$ cat src/rtl/vending_machine_multi_pkg.sv
// Shared types for the multi-product vending machine: FSM states, coin codes
// and the coin-code-to-value mapping.
package vm_pkg;

   typedef enum logic [1:0] {
      IDLE    = 2'd0,
      COLLECT = 2'd1,
      VEND    = 2'd2,
      CHANGE  = 2'd3
   } state_t;

   localparam logic [1:0] COIN_NONE = 2'b00;
   localparam logic [1:0] COIN1     = 2'b01;
   localparam logic [1:0] COIN2     = 2'b10;
   localparam logic [1:0] COIN3     = 2'b11;

   function automatic int unsigned coin_value(input logic [1:0] code,
                                              input int unsigned v1,
                                              input int unsigned v2,
                                              input int unsigned v3);
      case (code)
         COIN1:   return v1;
         COIN2:   return v2;
         COIN3:   return v3;
         default: return 0;
      endcase
   endfunction

endpackage

$ cat src/rtl/vending_machine_multi_if.sv
// Front-end / actuator bundle of the vending machine. The refund line exists
// only when VM_REFUND_EN is defined.
interface vending_machine_multi_if #(
   parameter int NUM_ITEMS = 4,
   parameter int CREDIT_W  = 8
);
   localparam int SEL_W = (NUM_ITEMS > 1) ? $clog2(NUM_ITEMS) : 1;

   logic [1:0]          in;
   logic                sel_valid;
   logic [SEL_W-1:0]    sel;
   logic                restock;
`ifdef VM_REFUND_EN
   logic                refund;
`endif
   logic                out;
   logic [SEL_W-1:0]    item;
   logic [1:0]          change;
   logic [CREDIT_W-1:0] credit;
   logic                busy;
   logic                coin_rej;
   logic                sold_out;
   logic                short_pay;

   modport master (
      output in, sel_valid, sel, restock,
`ifdef VM_REFUND_EN
      output refund,
`endif
      input  out, item, change, credit, busy, coin_rej, sold_out, short_pay
   );

   modport slave (
      input  in, sel_valid, sel, restock,
`ifdef VM_REFUND_EN
      input  refund,
`endif
      output out, item, change, credit, busy, coin_rej, sold_out, short_pay
   );
endinterface

$ cat src/rtl/vm_change_pick.sv
// Greedy change selector: largest coin not exceeding the given credit.
module vm_change_pick
   import vm_pkg::*;
#(
   parameter int CREDIT_W  = 8,
   parameter int COIN1_VAL = 5,
   parameter int COIN2_VAL = 10,
   parameter int COIN3_VAL = 25
) (
   input  logic [CREDIT_W-1:0] credit,
   output logic [1:0]          code,
   output logic [CREDIT_W-1:0] value
);
   always_comb begin
      code = COIN_NONE;
      if (credit >= CREDIT_W'(COIN3_VAL))      code = COIN3;
      else if (credit >= CREDIT_W'(COIN2_VAL)) code = COIN2;
      else if (credit >= CREDIT_W'(COIN1_VAL)) code = COIN1;
      value = CREDIT_W'(coin_value(code, COIN1_VAL, COIN2_VAL, COIN3_VAL));
   end
endmodule

$ cat src/rtl/vending_machine_multi.sv
// Multi-product vending machine: credit accumulation, per-item stock, greedy
// change. Defining VM_REFUND_EN adds the refund path.
module vending_machine_multi
   import vm_pkg::*;
#(
   parameter int NUM_ITEMS  = 4,
   parameter int CREDIT_W   = 8,
   parameter int MAX_CREDIT = 100,
   parameter int COIN1_VAL  = 5,
   parameter int COIN2_VAL  = 10,
   parameter int COIN3_VAL  = 25,
   parameter logic [NUM_ITEMS*CREDIT_W-1:0] PRICES = {8'd65, 8'd50, 8'd35, 8'd25},
   parameter int STOCK_W    = 4,
   parameter int STOCK_INIT = 3
) (
   input logic                    clk,
   input logic                    rst,
   vending_machine_multi_if.slave bus
);
   localparam int SEL_W = (NUM_ITEMS > 1) ? $clog2(NUM_ITEMS) : 1;
   localparam int CW1   = CREDIT_W + 1;

   state_t              state, state_nx, base_nx;
   logic [CREDIT_W-1:0] credit_q, credit_nx;
   logic [SEL_W-1:0]    item_q, item_nx;
   logic [1:0]          change_q, change_nx;
   logic [CREDIT_W-1:0] change_val_q;
   logic [STOCK_W-1:0]  stock [NUM_ITEMS];
   logic                out_q, busy_q, coin_rej_q, sold_out_q, short_pay_q;
   logic                coin_rej_nx, sold_out_nx, short_pay_nx;
   logic                change_req, vend_dec, refund_go, sel_ok;
   logic [CW1-1:0]      coin_sum;
   logic [1:0]          pick_code;
   logic [CREDIT_W-1:0] pick_value;

   function automatic logic [CREDIT_W-1:0] price_of(input logic [SEL_W-1:0] idx);
      logic [CREDIT_W-1:0] p;
      p = '0;
      for (int i = 0; i < NUM_ITEMS; i++)
         if (idx == SEL_W'(i)) p = PRICES[i*CREDIT_W +: CREDIT_W];
      return p;
   endfunction

`ifdef VM_REFUND_EN
   assign refund_go = bus.refund && (credit_q != '0);
`else
   assign refund_go = 1'b0;
`endif
   assign sel_ok = (int'(bus.sel) < NUM_ITEMS);

   // The pick always looks at the credit being loaded, so the coin shown on
   // change is the one taken out at the following edge.
   vm_change_pick #(
      .CREDIT_W (CREDIT_W),
      .COIN1_VAL(COIN1_VAL),
      .COIN2_VAL(COIN2_VAL),
      .COIN3_VAL(COIN3_VAL)
   ) u_pick (
      .credit(credit_nx),
      .code  (pick_code),
      .value (pick_value)
   );

   always_comb begin
      base_nx      = state;
      change_req   = 1'b0;
      credit_nx    = credit_q;
      item_nx      = item_q;
      vend_dec     = 1'b0;
      coin_rej_nx  = 1'b0;
      sold_out_nx  = 1'b0;
      short_pay_nx = 1'b0;
      coin_sum     = {1'b0, credit_q} + CW1'(coin_value(bus.in, COIN1_VAL, COIN2_VAL, COIN3_VAL));
      case (state)
         IDLE, COLLECT: begin
            if (refund_go) begin
               change_req  = 1'b1;
               coin_rej_nx = (bus.in != COIN_NONE);
            end else if (bus.sel_valid) begin
               coin_rej_nx = (bus.in != COIN_NONE);
               if (sel_ok) begin
                  if (stock[bus.sel] == '0)             sold_out_nx  = 1'b1;
                  else if (credit_q < price_of(bus.sel)) short_pay_nx = 1'b1;
                  else begin
                     base_nx = VEND;
                     item_nx = bus.sel;
                  end
               end
            end else if (bus.in != COIN_NONE) begin
               if (coin_sum <= CW1'(MAX_CREDIT)) begin
                  credit_nx = coin_sum[CREDIT_W-1:0];
                  base_nx   = COLLECT;
               end else begin
                  coin_rej_nx = 1'b1;
               end
            end
         end
         VEND: begin
            coin_rej_nx = (bus.in != COIN_NONE);
            credit_nx   = credit_q - price_of(item_q);
            vend_dec    = 1'b1;
            change_req  = 1'b1;
         end
         CHANGE: begin
            coin_rej_nx = (bus.in != COIN_NONE);
            credit_nx   = credit_q - change_val_q;
            change_req  = 1'b1;
         end
         default: base_nx = IDLE;
      endcase
   end

   always_comb begin
      state_nx  = base_nx;
      change_nx = COIN_NONE;
      if (change_req) begin
         if (credit_nx != '0 && pick_code != COIN_NONE) begin
            state_nx  = CHANGE;
            change_nx = pick_code;
         end else begin
            state_nx  = IDLE;
         end
      end
   end

   always_ff @(posedge clk or negedge rst) begin
      if (!rst) begin
         state       <= IDLE;
         credit_q    <= '0;
         item_q      <= '0;
         change_q    <= COIN_NONE;
         out_q       <= 1'b0;
         busy_q      <= 1'b0;
         coin_rej_q  <= 1'b0;
         sold_out_q  <= 1'b0;
         short_pay_q <= 1'b0;
         for (int i = 0; i < NUM_ITEMS; i++) stock[i] <= STOCK_W'(STOCK_INIT);
      end else begin
         state       <= state_nx;
         credit_q    <= credit_nx;
         item_q      <= item_nx;
         change_q    <= change_nx;
         out_q       <= (state_nx == VEND);
         busy_q      <= (state_nx == VEND) || (state_nx == CHANGE);
         coin_rej_q  <= coin_rej_nx;
         sold_out_q  <= sold_out_nx;
         short_pay_q <= short_pay_nx;
         // Restock overrides the decrement of a vend in the same cycle.
         if (bus.restock) begin
            for (int i = 0; i < NUM_ITEMS; i++) stock[i] <= STOCK_W'(STOCK_INIT);
         end else if (vend_dec && stock[item_q] != '0) begin
            stock[item_q] <= stock[item_q] - 1'b1;
         end
      end
   end

   // Only consumed while in CHANGE, after it has been loaded.
   always_ff @(posedge clk) begin
      change_val_q <= pick_value;
   end

   assign bus.out       = out_q;
   assign bus.item      = item_q;
   assign bus.change    = change_q;
   assign bus.credit    = credit_q;
   assign bus.busy      = busy_q;
   assign bus.coin_rej  = coin_rej_q;
   assign bus.sold_out  = sold_out_q;
   assign bus.short_pay = short_pay_q;
endmodule
$ cat src/flat_wrapper.sv
// flat-port wrapper written by rule: the top's interface ports become plain ports
module vending_machine_multi_flat import vm_pkg::*;
#(
   parameter int NUM_ITEMS  = 4,
   parameter int CREDIT_W   = 8,
   parameter int MAX_CREDIT = 100,
   parameter int COIN1_VAL  = 5,
   parameter int COIN2_VAL  = 10,
   parameter int COIN3_VAL  = 25,
   parameter logic [NUM_ITEMS*CREDIT_W-1:0] PRICES = {8'd65, 8'd50, 8'd35, 8'd25},
   parameter int STOCK_W    = 4,
   parameter int STOCK_INIT = 3
)
  (clk, rst, bus_in, bus_sel_valid, bus_sel, bus_restock, bus_out, bus_item, bus_change, bus_credit, bus_busy, bus_coin_rej, bus_sold_out, bus_short_pay);
  vending_machine_multi_if #(.NUM_ITEMS(NUM_ITEMS), .CREDIT_W(CREDIT_W)) bus_i ();
  input logic clk;
  input logic rst;
  input wire logic [$bits(bus_i.in)-1:0] bus_in;
  input wire logic [$bits(bus_i.sel_valid)-1:0] bus_sel_valid;
  input wire logic [$bits(bus_i.sel)-1:0] bus_sel;
  input wire logic [$bits(bus_i.restock)-1:0] bus_restock;
  output wire logic [$bits(bus_i.out)-1:0] bus_out;
  output wire logic [$bits(bus_i.item)-1:0] bus_item;
  output wire logic [$bits(bus_i.change)-1:0] bus_change;
  output wire logic [$bits(bus_i.credit)-1:0] bus_credit;
  output wire logic [$bits(bus_i.busy)-1:0] bus_busy;
  output wire logic [$bits(bus_i.coin_rej)-1:0] bus_coin_rej;
  output wire logic [$bits(bus_i.sold_out)-1:0] bus_sold_out;
  output wire logic [$bits(bus_i.short_pay)-1:0] bus_short_pay;
  assign bus_i.in = bus_in;
  assign bus_i.sel_valid = bus_sel_valid;
  assign bus_i.sel = bus_sel;
  assign bus_i.restock = bus_restock;
  assign bus_out = bus_i.out;
  assign bus_item = bus_i.item;
  assign bus_change = bus_i.change;
  assign bus_credit = bus_i.credit;
  assign bus_busy = bus_i.busy;
  assign bus_coin_rej = bus_i.coin_rej;
  assign bus_sold_out = bus_i.sold_out;
  assign bus_short_pay = bus_i.short_pay;
  vending_machine_multi #(.NUM_ITEMS(NUM_ITEMS), .CREDIT_W(CREDIT_W), .MAX_CREDIT(MAX_CREDIT), .COIN1_VAL(COIN1_VAL), .COIN2_VAL(COIN2_VAL), .COIN3_VAL(COIN3_VAL), .PRICES(PRICES), .STOCK_W(STOCK_W), .STOCK_INIT(STOCK_INIT)) u_core (.clk(clk), .rst(rst), .bus(bus_i));
endmodule
$ cat config.mk
export PLATFORM = sky130hd
export DESIGN_NAME = vending_machine_multi_flat
export DESIGN_NICKNAME = d
export VERILOG_FILES = /design/src/rtl/vending_machine_multi_pkg.sv /design/src/rtl/vending_machine_multi_if.sv /design/src/rtl/vm_change_pick.sv /design/src/rtl/vending_machine_multi.sv /design/src/flat_wrapper.sv
export SDC_FILE = /design/constraint.sdc
export NUM_CORES = 1
export LEC_CHECK = 0
export CORE_ASPECT_RATIO = 1.4
export CORE_MARGIN = 3
export CORE_UTILIZATION = 50
export CTS_CLUSTER_DIAMETER = 120
export DETAILED_ROUTE_END_ITERATION = 8
export DONT_BUFFER_PORTS = 1
export PLACE_DENSITY = 0.67
export REMOVE_ABC_BUFFERS = 1
export SYNTH_ARGS = -nofsm -noshare
export SYNTH_HDL_FRONTEND = slang
export SYNTH_SLANG_ARGS = --single-unit
$ cat constraint.sdc
create_clock -name clk -period 4.24 [get_ports clk]
set_clock_uncertainty 0.15 [all_clocks]
set_input_delay 1.272 -clock clk [delete_from_list [all_inputs] [get_ports clk]]
set_output_delay 1.272 -clock clk [all_outputs]
set_load 0.05 [all_outputs]
# --- After elaboration in Yosys (flattened, before gate mapping) ---
# Index checks and enable logic that the tools add are counted.
totals:
  register_bits: 40
  latchBits: 0
  ram_bits: 0
  romBits: 0
  inputBits: 8
  output_inout_bits: 17
  mem_count: 0
classes:
  add_sub_neg: 4
  n_mul: 0
  n_div: 0
  order_cmp: 8
  n_eq_ne: 17
  n_shift: 0
  n_mux: 55
  bitwise: 4
  n_reduce_logical: 16
op_table:
  columns: ["op", "count"]
  rows:
  - ["$mux W8", 7]
  - ["$mux W16", 2]
  - ["$pmux W5 S3", 2]
  - ["$eq A2 B2 Y1 const B", 12]
  - ["$mux W2", 12]
  - ["$mux W6", 4]
  - ["$pmux W8 S3", 1]
  - ["$mux W4", 5]
  - ["$bmux W4 S2", 2]
  - ["$bwmux W16", 1]
  - ["$mux W7", 2]
  - ["$mux W1", 12]
  - ["$eq A2 B1 Y1 const B", 5]
  - ["$mux W5", 2]
  - ["$add A8 B5 Y9", 1]
  - ["$le A9 B7 Y1 const B", 1]
  - ["$demux W4 S2", 1]
  - ["$ge A8 B3 Y1 const B", 1]
  - ["$ge A8 B4 Y1 const B", 1]
  - ["$ge A8 B5 Y1 const B", 1]
  - ["$lt A8 B8 Y1", 1]
  - ["$reduce_bool A8 Y1", 1]
  - ["$sub A8 B5 Y8", 1]
  - ["$sub A8 B8 Y8", 1]
  - ["14 further kinds", 25]

# --- Longest topological paths before layout ---
# Gate-level depths: netlist (run 1).
depth:
  depth_word: 18
  depth_mapped: 17

# --- Hierarchy ---
# Synthesis (run 1) repeated with hierarchy kept, for this count alone.
unflattened:
  cells_unflattened: 327
  area_unflattened_um2: 3034.2
by_module_without_submodules:
  columns: ["mod", "instances", "cells_each", "area_per_inst_um2", "seq_area_each_um2"]
  rows:
  - ["vending_machine_multi", 1, 304, 2889.0, 1046.0]
  - ["vm_change_pick", 1, 23, 145.1, 0.0]

# --- Worst setup path before layout (run 1) ---
# OpenSTA, ideal clock, no wires.
synth_path:
  path_kind: "in2reg"
  start: "input bus_in[0]"
  end: "register u_core.change_val_q[0]"
  t_arrival_ns: 3.851
  required_time_ns: 3.963
  slack_ns: 0.112
  cell_stages: 12
  n_path_buf: 1
  cell_sequence: "and2_1 ha_1 and3_2 a221oi_2 xnor2_2 o311ai_2 and2_4 buf_6 o41a_1 nor2_4 o21bai_4 or3_1"
synth_via:
  elab_chain_cells: 14
  word_cells_on_any_way: 21
  cone_classes: "add/sub (1); order compare (4); eq/ne (6); mux (9); reduce/logical (1)"
synth_lines:
  columns: ["item", "line_no", "source"]
  rows:
  - ["start, declared", "flat_wrapper.sv:18", "input wire logic [$bits(bus_i.in)-1:0] bus_in;"]
  - ["$eq A2 B2 Y1 or $eq A2 B1 Y1 (tied branches)", "vending_machine_multi_pkg.sv:21", "case (code)"]
  - ["$pmux W5 S3", "vending_machine_multi_pkg.sv:21", null]
  - ["$add A8 B5 Y9", "vending_machine_multi.sv:73", "coin_sum = {1'b0, credit_q} + CW1'(coin_value(bus.in, COIN1_VAL, COIN2_VAL, COIN3_VAL));"]
  - ["$le A9 B7 Y1", "vending_machine_multi.sv:90", "if (coin_sum <= CW1'(MAX_CREDIT)) begin"]
  - ["$mux W8", "vending_machine_multi.sv:90", null]
  - ["$mux W8 *", "vending_machine_multi.sv:89", "end else if (bus.in != COIN_NONE) begin"]
  - ["$mux W8 *", "vending_machine_multi.sv:79", "end else if (bus.sel_valid) begin"]
  - ["$pmux W8 S3 *", "vending_machine_multi.sv:74", "case (state)"]
  - ["$ge A8 B3 Y1", "vm_change_pick.sv:18", "else if (credit >= CREDIT_W'(COIN1_VAL)) code = COIN1;"]
  - ["$mux W1", "vm_change_pick.sv:18", null]
  - ["$mux W2", "vm_change_pick.sv:17", "else if (credit >= CREDIT_W'(COIN2_VAL)) code = COIN2;"]
  - ["$mux W2 *", "vm_change_pick.sv:16", "if (credit >= CREDIT_W'(COIN3_VAL)) code = COIN3;"]
  - ["$eq A2 B2 Y1 or $eq A2 B1 Y1 (tied branches)", "vending_machine_multi_pkg.sv:21", null]
  - ["$pmux W5 S3 *", "vending_machine_multi_pkg.sv:21", null]
  - ["end signal, assigned", "vending_machine_multi.sv:159", "change_val_q <= pick_value;"]
  - ["end, declared", "vending_machine_multi.sv:27", "logic [CREDIT_W-1:0] change_val_q;"]
# Every way passes the cells marked *; elsewhere a longest branch is shown, timed or not.
# A chain may end at the register's enable or synchronous reset.

# --- Worst setup path after layout (run 1) ---
layout_path:
  start: "input bus_in[0]"
  end: "register u_core.state[1]"
layout_via:
  elab_chain_cells: 16
  word_cells_on_any_way: 26
  cone_classes: "add/sub (1); order compare (4); eq/ne (3); mux (14); reduce/logical (4)"
layout_lines:
  columns: ["item", "line_no", "source"]
  rows:
  - ["$eq A2 B2 Y1 or $eq A2 B1 Y1 (tied branches)", "vending_machine_multi_pkg.sv:21", null]
  - ["$pmux W5 S3", "vending_machine_multi_pkg.sv:21", null]
  - ["$add A8 B5 Y9", "vending_machine_multi.sv:73", null]
  - ["$le A9 B7 Y1", "vending_machine_multi.sv:90", null]
  - ["$mux W8", "vending_machine_multi.sv:90", null]
  - ["$mux W8 *", "vending_machine_multi.sv:89", null]
  - ["$mux W8 *", "vending_machine_multi.sv:79", null]
  - ["$pmux W8 S3 *", "vending_machine_multi.sv:74", null]
  - ["named net u_core.credit_nx[4]", "vending_machine_multi.sv:24", "logic [CREDIT_W-1:0] credit_q, credit_nx;"]
  - ["[... 1 more ...]", null, null]
  - ["$mux W1", "vm_change_pick.sv:18", null]
  - ["$mux W2", "vm_change_pick.sv:17", null]
  - ["$mux W2", "vm_change_pick.sv:16", null]
  - ["$reduce_bool A2 Y1", "vending_machine_multi.sv:117", "if (credit_nx != '0 && pick_code != COIN_NONE) begin"]
  - ["$logic_and A1 B1 Y1 *", "vending_machine_multi.sv:117", null]
  - ["$mux W2 *", "vending_machine_multi.sv:117", null]
  - ["$mux W2 *", "vending_machine_multi.sv:116", "if (change_req) begin"]
  - ["named net u_core.state_nx[1]", "vending_machine_multi.sv:23", "state_t state, state_nx, base_nx;"]
  - ["end signal, assigned", "vending_machine_multi.sv:139", "state <= state_nx;"]
  - ["end, declared", "vending_machine_multi.sv:23", null]
# Mark *: on every way through the listed nets, which the timed path passes. The rest lies on a longest branch.

==> flow_summary.ini, run 1 <==
[layout]
layout-drive-gt1-share_pct = 15.4
final_cell_mix = nor2_1, ha_1, dfrtp_1, nand2_1, inv_1
nets = 342
num_antenna_cells = 0
syn2layout_area_growth_pct = 8.58
final_cell_area_um2 = 3140
final_common_cell = nor2_1
fillers = 502

[detailed_routing]
vias = 2251
dr.first_iter.drc_count = 114
via_per_inst = 6.03
dr.pass1.iters = 4
drt-total-wl_mm = 6.67
drc = 0
wl_per_cell_um = 17.9
ant_nets = 0

[synthesis]
syn_area_um2 = 2890
synth-async-reset-ratio_pct = 87.5
synth_edf_count = 0
postSynthAreaPerCell_um2 = 9.82
synthFlopType = dfrtp_1
yosys.area.top_type = dfrtp_1
synth_cells = 294
seq_area_frac_synth_pct = 34.1
synth_top_area_share_pct = 23.4
ys_warn_count = 0
synth_area_leaders = dfrtp_1, ha_1, dfstp_2
ys_types = 60
synth_seq_cells = 40

[worst_setup_path]
cp-end-kind = flop
worstPathArrival_ns = 3.94
start_kind = primary input
critPathSlowestCell = a41oi_1
path_cells = nor2b_1 -> ha_1 -> and3_2 -> a221oi_2 -> xnor2_2 -> o311ai_2 -> a41oi_1 -> o31ai_4 -> nor3_2 -> nand2_1 -> a21o_1
r2r_slack_ns = 0.66
crit_path_max_fanout = 7
worstPathRequired_ns = 4.28
cpPeakStageDelay_ns = 0.42
worst-setup-path-type = primary input to flop
crit_buf_inv = 0
cpLargestDelayFamily = compound AO/OA/AOI/OAI gates
worst_r2r_path_depth = 14
rr_endpoint = u_core.change_val_q[0]
r2r-start = u_core.state[0]

[timing]
fmax_ghz = 0.256
slew_violations = 0
max_slew_margin_pct = 47.2
rsz0062_at_grt = no
setup_tns_ns = 0
min_period_ns = 3.90
min_period_over_period_pct = 92.0
setup_viol = 0
hold_violations = 0
tightest_slew_ns = 0.792

[cts]
cts_tree = done
cts_resized = 0
path_clk_slew_ns = 0.08
htree_levels = 2
hold_buffers = 0
postCtsSetupBuffers = 0
cts_buffers = 5
cts_root_buf = clkbuf_8
cts_sinks = 40
clk_path_buf_depth = 2
clk_latency_ns = 0.29

[global_route]
grt_pass1_wl_mm = 11.2
grt_max_degree = 36
grt_pass1_vias = 2253
grt.overflow.total = 0
antenna_found_initial = 0
grt_use_total_pct = 21.2

[floorplanning]
fp-row-count = 32
start_util_pct = 51.9
ios = 25
core_area_um2 = 5570
dieHeight_um = 95.9
die_w_um = 70.2
die-area_um2 = 6740

[run_status]
status = finished clean

[hold_path]
holdPathEnd = u_core.stock[2]
holdCritPathClass = flop to flop
hp-start = u_core.stock[2]
min_delay_path_depth = 2

[placement]
placed_cell_area_um2 = 3010
dp_hpwl_mm = 5.21
port-buffer-count = 0
place_congestion = 0.861

[run]
cap_viol_max_count = 0
-- worst max-delay path by stage --
stage / from / end / slack [ns] / cells after the start
3_3_place_gp: bus_in[0] / u_core.bus.busy / 0.05 / 11
6_report: bus_in[0] / u_core.state[1] / 0.34 / 11
2_1_floorplan: bus_in[0] / u_core.change_val_q[0] / 0.17 / 11
3_5_place_dp: bus_in[0] / u_core.change_val_q[0] / 0.04 / 10
4_1_cts: bus_in[0] / u_core.bus.busy / 0.35 / 11
5_1_grt: bus_in[0] / u_core.change_val_q[2] / 0.02 / 11
-- cells by family (layout without fill, tap and decap cells) --
kind of cell / after synthesis / count (layout) / synth area share [%]
buffers and inverters: 27 / 38 / 4.03
AO/OA/AOI/OAI: 79 / 79 / 21.5
multiplexers: 17 / 17 / 7.63
flip-flops: 40 / 40 / 34.1
AND/OR/NAND/NOR: 91 / 91 / 15.9
adder cells (fa/ha/maj): 30 / 30 / 13.5
XOR/XNOR: 10 / 10 / 3.29
-- stage by stage --
stage | setup slack, ns | hold slack [ns] | util (%) | cells
final | 0.337 | 0.411 | 56.3 | 373
after CTS | 0.347 | 0.408 | 56.3 | 373
after floorplan | 0.174 | 0.348 | - | 285
after global routing | 0.0218 | 0.449 | 56.3 | 373
after detailed placement | 0.0389 | 0.387 | 54.2 | 365
after global placement | 0.0477 | 0.378 | 54.2 | 365
-- final cells by class --
type                            instances  area [um2]  area share, %
Sequential cell                        40         986           31.4
Tap cell                               68        85.1           2.71
Inverter                               18        67.6           2.15
Clock inverter                          2        38.8           1.24
Multi-Input combinational cell        227        1790           56.9
Timing Repair Buffer                   12        90.1           2.87
Clock buffer                            6        82.6           2.63
-- worst register-to-register path: stages, from the launching register on --
cell and delay, ns:
dfrtp_1 0.44, nand2_1 0.27, nor2_1 0.08, a21oi_1 0.15, ha_1 0.19, inv_1 0.05
fa_1 0.40, a21oi_1 0.21, o211ai_1 0.15, a21oi_1 0.19, xor2_1 0.19, nor3b_1 0.21
o22ai_1 0.20, o21bai_4 0.23, or3_1 0.36
-- metal layers --
metal / wire (um) / vias up / global-route usage [%]
li1: - / 1092 / -
met1: 2550 / 1096 / 23.2
met2: 3660 / 48 / 40.3
met3: 226 / 15 / 3.24
met4: 235 / 0 / 9.11
met5: 0 / - / 0
-- sequential cells by signal (all words and copies together), names as in the netlist, 2 cells and up --
| register | flops |
|---|---|
| u_core.bus.change | 2 |
| u_core.state | 2 |
| u_core.bus.item | 2 |
| u_core.change_val_q | 5 |
| u_core.bus.credit | 8 |
| u_core.stock | 16 |
-- cell usage after synthesis (4+ instances only) --
library cell and count:
or4_1 4, clkbuf_1 6, o31a_1 4, xor2_1 7, mux2i_1 13, dfxtp_1 5
o21a_1 5, inv_1 18, o21ai_0 11, ha_1 28, dfstp_2 8, a21o_1 4
a211o_1 9, dfrtp_1 27, nor2_1 34, or3_1 4, a211oi_1 4, mux4_2 4
a21oi_1 15, nand2_1 20
Power of run 1 is left out: the tool's default activity adds up to more than one toggle a clock period on the data nets, which glitch-free logic cannot reach.
==> inputs of run 2 (changes only) <==
Settings changed: CAP_MARGIN set to 0, RECOVER_POWER set to 50.
==> run 2 against run 1 <==
Maximum frequency hardly changed; first-iteration DRC count is 0.88% higher; global-route usage stayed put; count of clock-buffer cells in the layout stayed put; critical path depth stayed put; wire length is 0.21% lower; worst hold slack hardly changed; sequential share of layout area is 0.15 points higher; register-to-register slack worse by 0.24 ns; cell area is 0.48% lower; critical endpoint unchanged; highest routed layer unchanged.
==> flow_summary.ini, run 2 (synthesis results as in run 1) <==
[hold_path]
min_delay_path_depth = 2
holdCritPathClass = flop to flop

[placement]
place_congestion = 0.861
dp_hpwl_mm = 5.21
place_ws_ns = 0.0389
port-buffer-count = 0

[layout]
syn2layout_area_growth_pct = 8.06
fillers = 506
layout-drive-gt1-share_pct = 14.1
largest_reg_flops = 16
num_antenna_cells = 0
largest_register = u_core.stock
final_common_cell = nor2_1
nets = 342
final_cell_mix = nor2_1, ha_1, dfrtp_1, nand2_1, inv_1

[floorplanning]
start_util_pct = 51.9
fp-row-count = 32
die_w_um = 70.2
dieHeight_um = 95.9
die-area_um2 = 6740
core_area_um2 = 5570
ios = 25

[detailed_routing]
drc = 0
wl_per_cell_um = 17.8
vias = 2257
drt-total-wl_mm = 6.65
dr.pass1.iters = 5
dr.first_iter.drc_count = 115
via_per_inst = 6.05
ant_nets = 0

[run]
cap_viol_max_count = 0

[global_route]
antenna_found_initial = 0
grt.overflow.total = 0
grt_pass1_wl_mm = 11.2
grt_max_degree = 36
grt_use_total_pct = 21.2
grt_pass1_vias = 2253

[worst_setup_path]
start_kind = primary input
worstPathRequired_ns = 4.28
worst_r2r_path_depth = 11
cp-end-kind = flop
worst-setup-path-type = primary input to flop
worstPathArrival_ns = 3.94
crit_path_max_fanout = 7

[cts]
cts_root_buf = clkbuf_8
path_clk_slew_ns = 0.08
htree_levels = 2
cts_buffers = 5
clk_latency_ns = 0.29
cts_sinks = 40
clk_path_buf_depth = 2
cts_tree = done
hold_buffers = 0
cts_resized = 0
postCtsSetupBuffers = 0

[timing]
min_period_ns = 3.90
rsz0062_at_grt = no
fmax_ghz = 0.256
min_period_over_period_pct = 92.1
hold_violations = 0
whs_ns = 0.411
tightest_slew_ns = 1.04
setup_viol = 0
slew_violations = 0
max_slew_margin_pct = 30.8
setup_ws_ns = 0.336
setup_tns_ns = 0

[run_status]
status = finished clean
-- run 2: layer usage --
layer / vias up / GRT usage [%] / share of wire [%] / wire length, um
met5: - / 0 / 0 / 0
met4: 0 / 9.11 / 3.5 / 235
met3: 15 / 3.24 / 4.4 / 296
met2: 58 / 40.3 / 55 / 3650
met1: 1090 / 23.2 / 37 / 2470
li1: 1094 / - / - / -
-- run 2: layout make-up --
cell class / instances / area [um2] / share of cell area [%]
clock buffers: 6 / 82.6 / 2.65
clock inverters: 2 / 38.8 / 1.24
inverters: 18 / 67.6 / 2.17
multi-input cells: 227 / 1790 / 57.2
flip-flops and latches: 40 / 986 / 31.6
well taps: 68 / 85.1 / 2.73
repair buffers: 12 / 75.1 / 2.41
-- run 2: path summary, 6_finish.rpt --
kind | from | end | slack, ns
max in group asynchronous | rst | u_core.stock[4] | 3.24
min in group asynchronous | rst | u_core.bus.change[0] | 0.51
hold reg to reg | u_core.stock[2] | u_core.stock[2] | 0.41
setup reg to reg | u_core.bus.credit[4] | u_core.state[1] | 0.42
setup / recovery | bus_in[0] | u_core.state[1] | 0.34
hold / removal | u_core.stock[2] | u_core.stock[2] | 0.41
-- run 2: per-stage QoR --
step | utilization (%) | instances | instance area, um2
after CTS | 56.3 | 373 | 3140
after floorplan | - | 285 | 2840
after global routing | 56.1 | 373 | 3120
after detailed placement | 54.2 | 365 | 3010
final | 56.1 | 373 | 3120
after global placement | 54.2 | 365 | 3010
-- run 2: critical path: stages --
cell,delay [ns]
nor2b_1,0.11
ha_1,0.33
and3_2,0.26
a221oi_2,0.30
xnor2_2,0.20
o311ai_2,0.24
a41oi_1,0.42
o31ai_4,0.17
nor3_2,0.33
nand2_1,0.12
a21o_1,0.18
Power of run 2 is left out for the same reason.
==> RTL change: new RTL, settings of run 2 <==
`COIN3_VAL` is set to 25 in 3 places; all go to 24.
--- a/src/rtl/vm_change_pick.sv
+++ b/src/rtl/vm_change_pick.sv
@@ -5,7 +5,7 @@
    parameter int CREDIT_W  = 8,
    parameter int COIN1_VAL = 5,
    parameter int COIN2_VAL = 10,
-   parameter int COIN3_VAL = 25
+   parameter int COIN3_VAL = 24
 ) (
    input  logic [CREDIT_W-1:0] credit,
    output logic [1:0]          code,
--- a/src/rtl/vending_machine_multi.sv
+++ b/src/rtl/vending_machine_multi.sv
@@ -8,7 +8,7 @@
    parameter int MAX_CREDIT = 100,
    parameter int COIN1_VAL  = 5,
    parameter int COIN2_VAL  = 10,
-   parameter int COIN3_VAL  = 25,
+   parameter int COIN3_VAL  = 24,
    parameter logic [NUM_ITEMS*CREDIT_W-1:0] PRICES = {8'd65, 8'd50, 8'd35, 8'd25},
    parameter int STOCK_W    = 4,
    parameter int STOCK_INIT = 3
--- a/src/flat_wrapper.sv
+++ b/src/flat_wrapper.sv
@@ -6,7 +6,7 @@
    parameter int MAX_CREDIT = 100,
    parameter int COIN1_VAL  = 5,
    parameter int COIN2_VAL  = 10,
-   parameter int COIN3_VAL  = 25,
+   parameter int COIN3_VAL  = 24,
    parameter logic [NUM_ITEMS*CREDIT_W-1:0] PRICES = {8'd65, 8'd50, 8'd35, 8'd25},
    parameter int STOCK_W    = 4,
    parameter int STOCK_INIT = 3
Check against the original RTL: not equivalent (a bounded check fails within 4 cycles, from zero or initial values and one cycle with rst low).
==> RTL change against run 2 <==
- the flow now finishes with violations (negative setup slack)
- setup slack got worse by 0.39 ns
- sequential cell count is 1 lower
- count of clock-buffer cells in the layout up 1
- synthesized cell count increased by 16%
- design area rose by 19%
- synthesized area up 9.7%
- routed wire length increased by 25%
- critical endpoint unchanged
- highest routed layer unchanged
==> RTL change: results (changes against run 2) <==
WL final: 8290 µm (+25%)
Min Hold Slack: 0.410 ns (-0.000766 ns)
register area share after synthesis: 30.5% (-3.7 points)
met1 wire length: 2830 µm (+14%)
routed wl met3: 367 µm (+24%)
status: finished with violations
Data arrival, critical path: 4.31 ns (+0.37 ns)
final setup vio count: 5 (+5)
clk sinks: 39 (-2.5%)
Critical Path Max Stage Delay: 0.48 ns (+0.06 ns)
Final GP Congestion: 0.931 (+8.1%)
layout clock buffer count: 7 (+1)
TNS Setup: -0.188 ns (-0.188 ns)
first-pass GRT wire length: 13500 µm (+21%)
vias: 2755 (+22%)
synthesized instance count: 340 (+16%)
fin cells: 454 (+22%)
async set-reset flop share out of synthesis: 89.7% (+2.2 points)
R2R Path End: u_core.change_val_q[2]
failing checks: negative setup slack
final-layout clock-cell area share: 2.56% (-1.3 points)
Non-CTS inverters: 22 (+4)
area of the multi-input gates: 2130 µm² (+19%)
register area: 966 µm² (-2.0%)
top cells by area, synth: dfrtp_1, ha_1, dfstp_2, nor2_1, mux2i_1
R2R cell count: 17 (+6)
Total GRT Usage: 24.0% (+2.8 points)
placed cells: 443 (+21%)
Yosys cell types: 76 (+27%)
count of non-CTS buffers in the layout: 48 (+36)
list of most frequent post-synthesis cells: nor2_1, nand2_1, dfrtp_1
flop2flop setup slack: 0.30 ns (-0.12 ns)
Die X: 73.3 µm (+4.3%)
measured slew at the worst slew-check pin: 0.904 ns (-0.134 ns)
pre-CTS setup slack: -0.416 ns (-0.455 ns)
Filler cells: 527 (+4.2%)
#MultiIn Comb: 267 (+18%)
layout cells sized above 1: 25.5% (+11 points)
Tot Pwr: 3.15 mW
Pre-Repair DR Iteration Count: 4 (-1)
setup slack after layout: -0.0538 ns (-0.390 ns)
buffering overhead: 9.69% (+7.3 points)
reg2reg start: u_core.bus.item[1]
metal2 WL: 4620 µm (+27%)
==> RTL change: cell count changes after synthesis, moves of 4 or more <==
cell      change
o31a_1        -4
nor2_1        +8
a211oi_1      +4
or3_1         -4
xnor2_1       +5
o211ai_1      +4
xor2_1        -4
nor4_1        +4
nand2_1      +11
==> RTL change: cell families after synthesis <==
group / synth area share [%]
AND/OR/NAND/NOR: 18.8
AO/OA/AOI/OAI: 24.2
flip-flops: 30.5
buffers and inverters: 4.54
adder cells (fa/ha/maj): 11.5
multiplexers: 7.70
XOR/XNOR: 2.76
==> RTL change: per-layer routing <==
layer / track usage, % / vias up
li1: - / 1318
met1: 23.9 / 1336
met2: 44.7 / 70
met3: 4.21 / 31
met4: 14.2 / 0
met5: 0 / -
==> RTL change: what timing repair did <==
action | in CTS | in global routing
resized for setup | 3 | 10
endpoints found under the setup margin | 5 | 8
hold endpoints to repair | 0 | 0
setup buffers | 2 | 1
hold buffers | 0 | 0
cloned | 0 | 0
pin swaps | 6 | 7
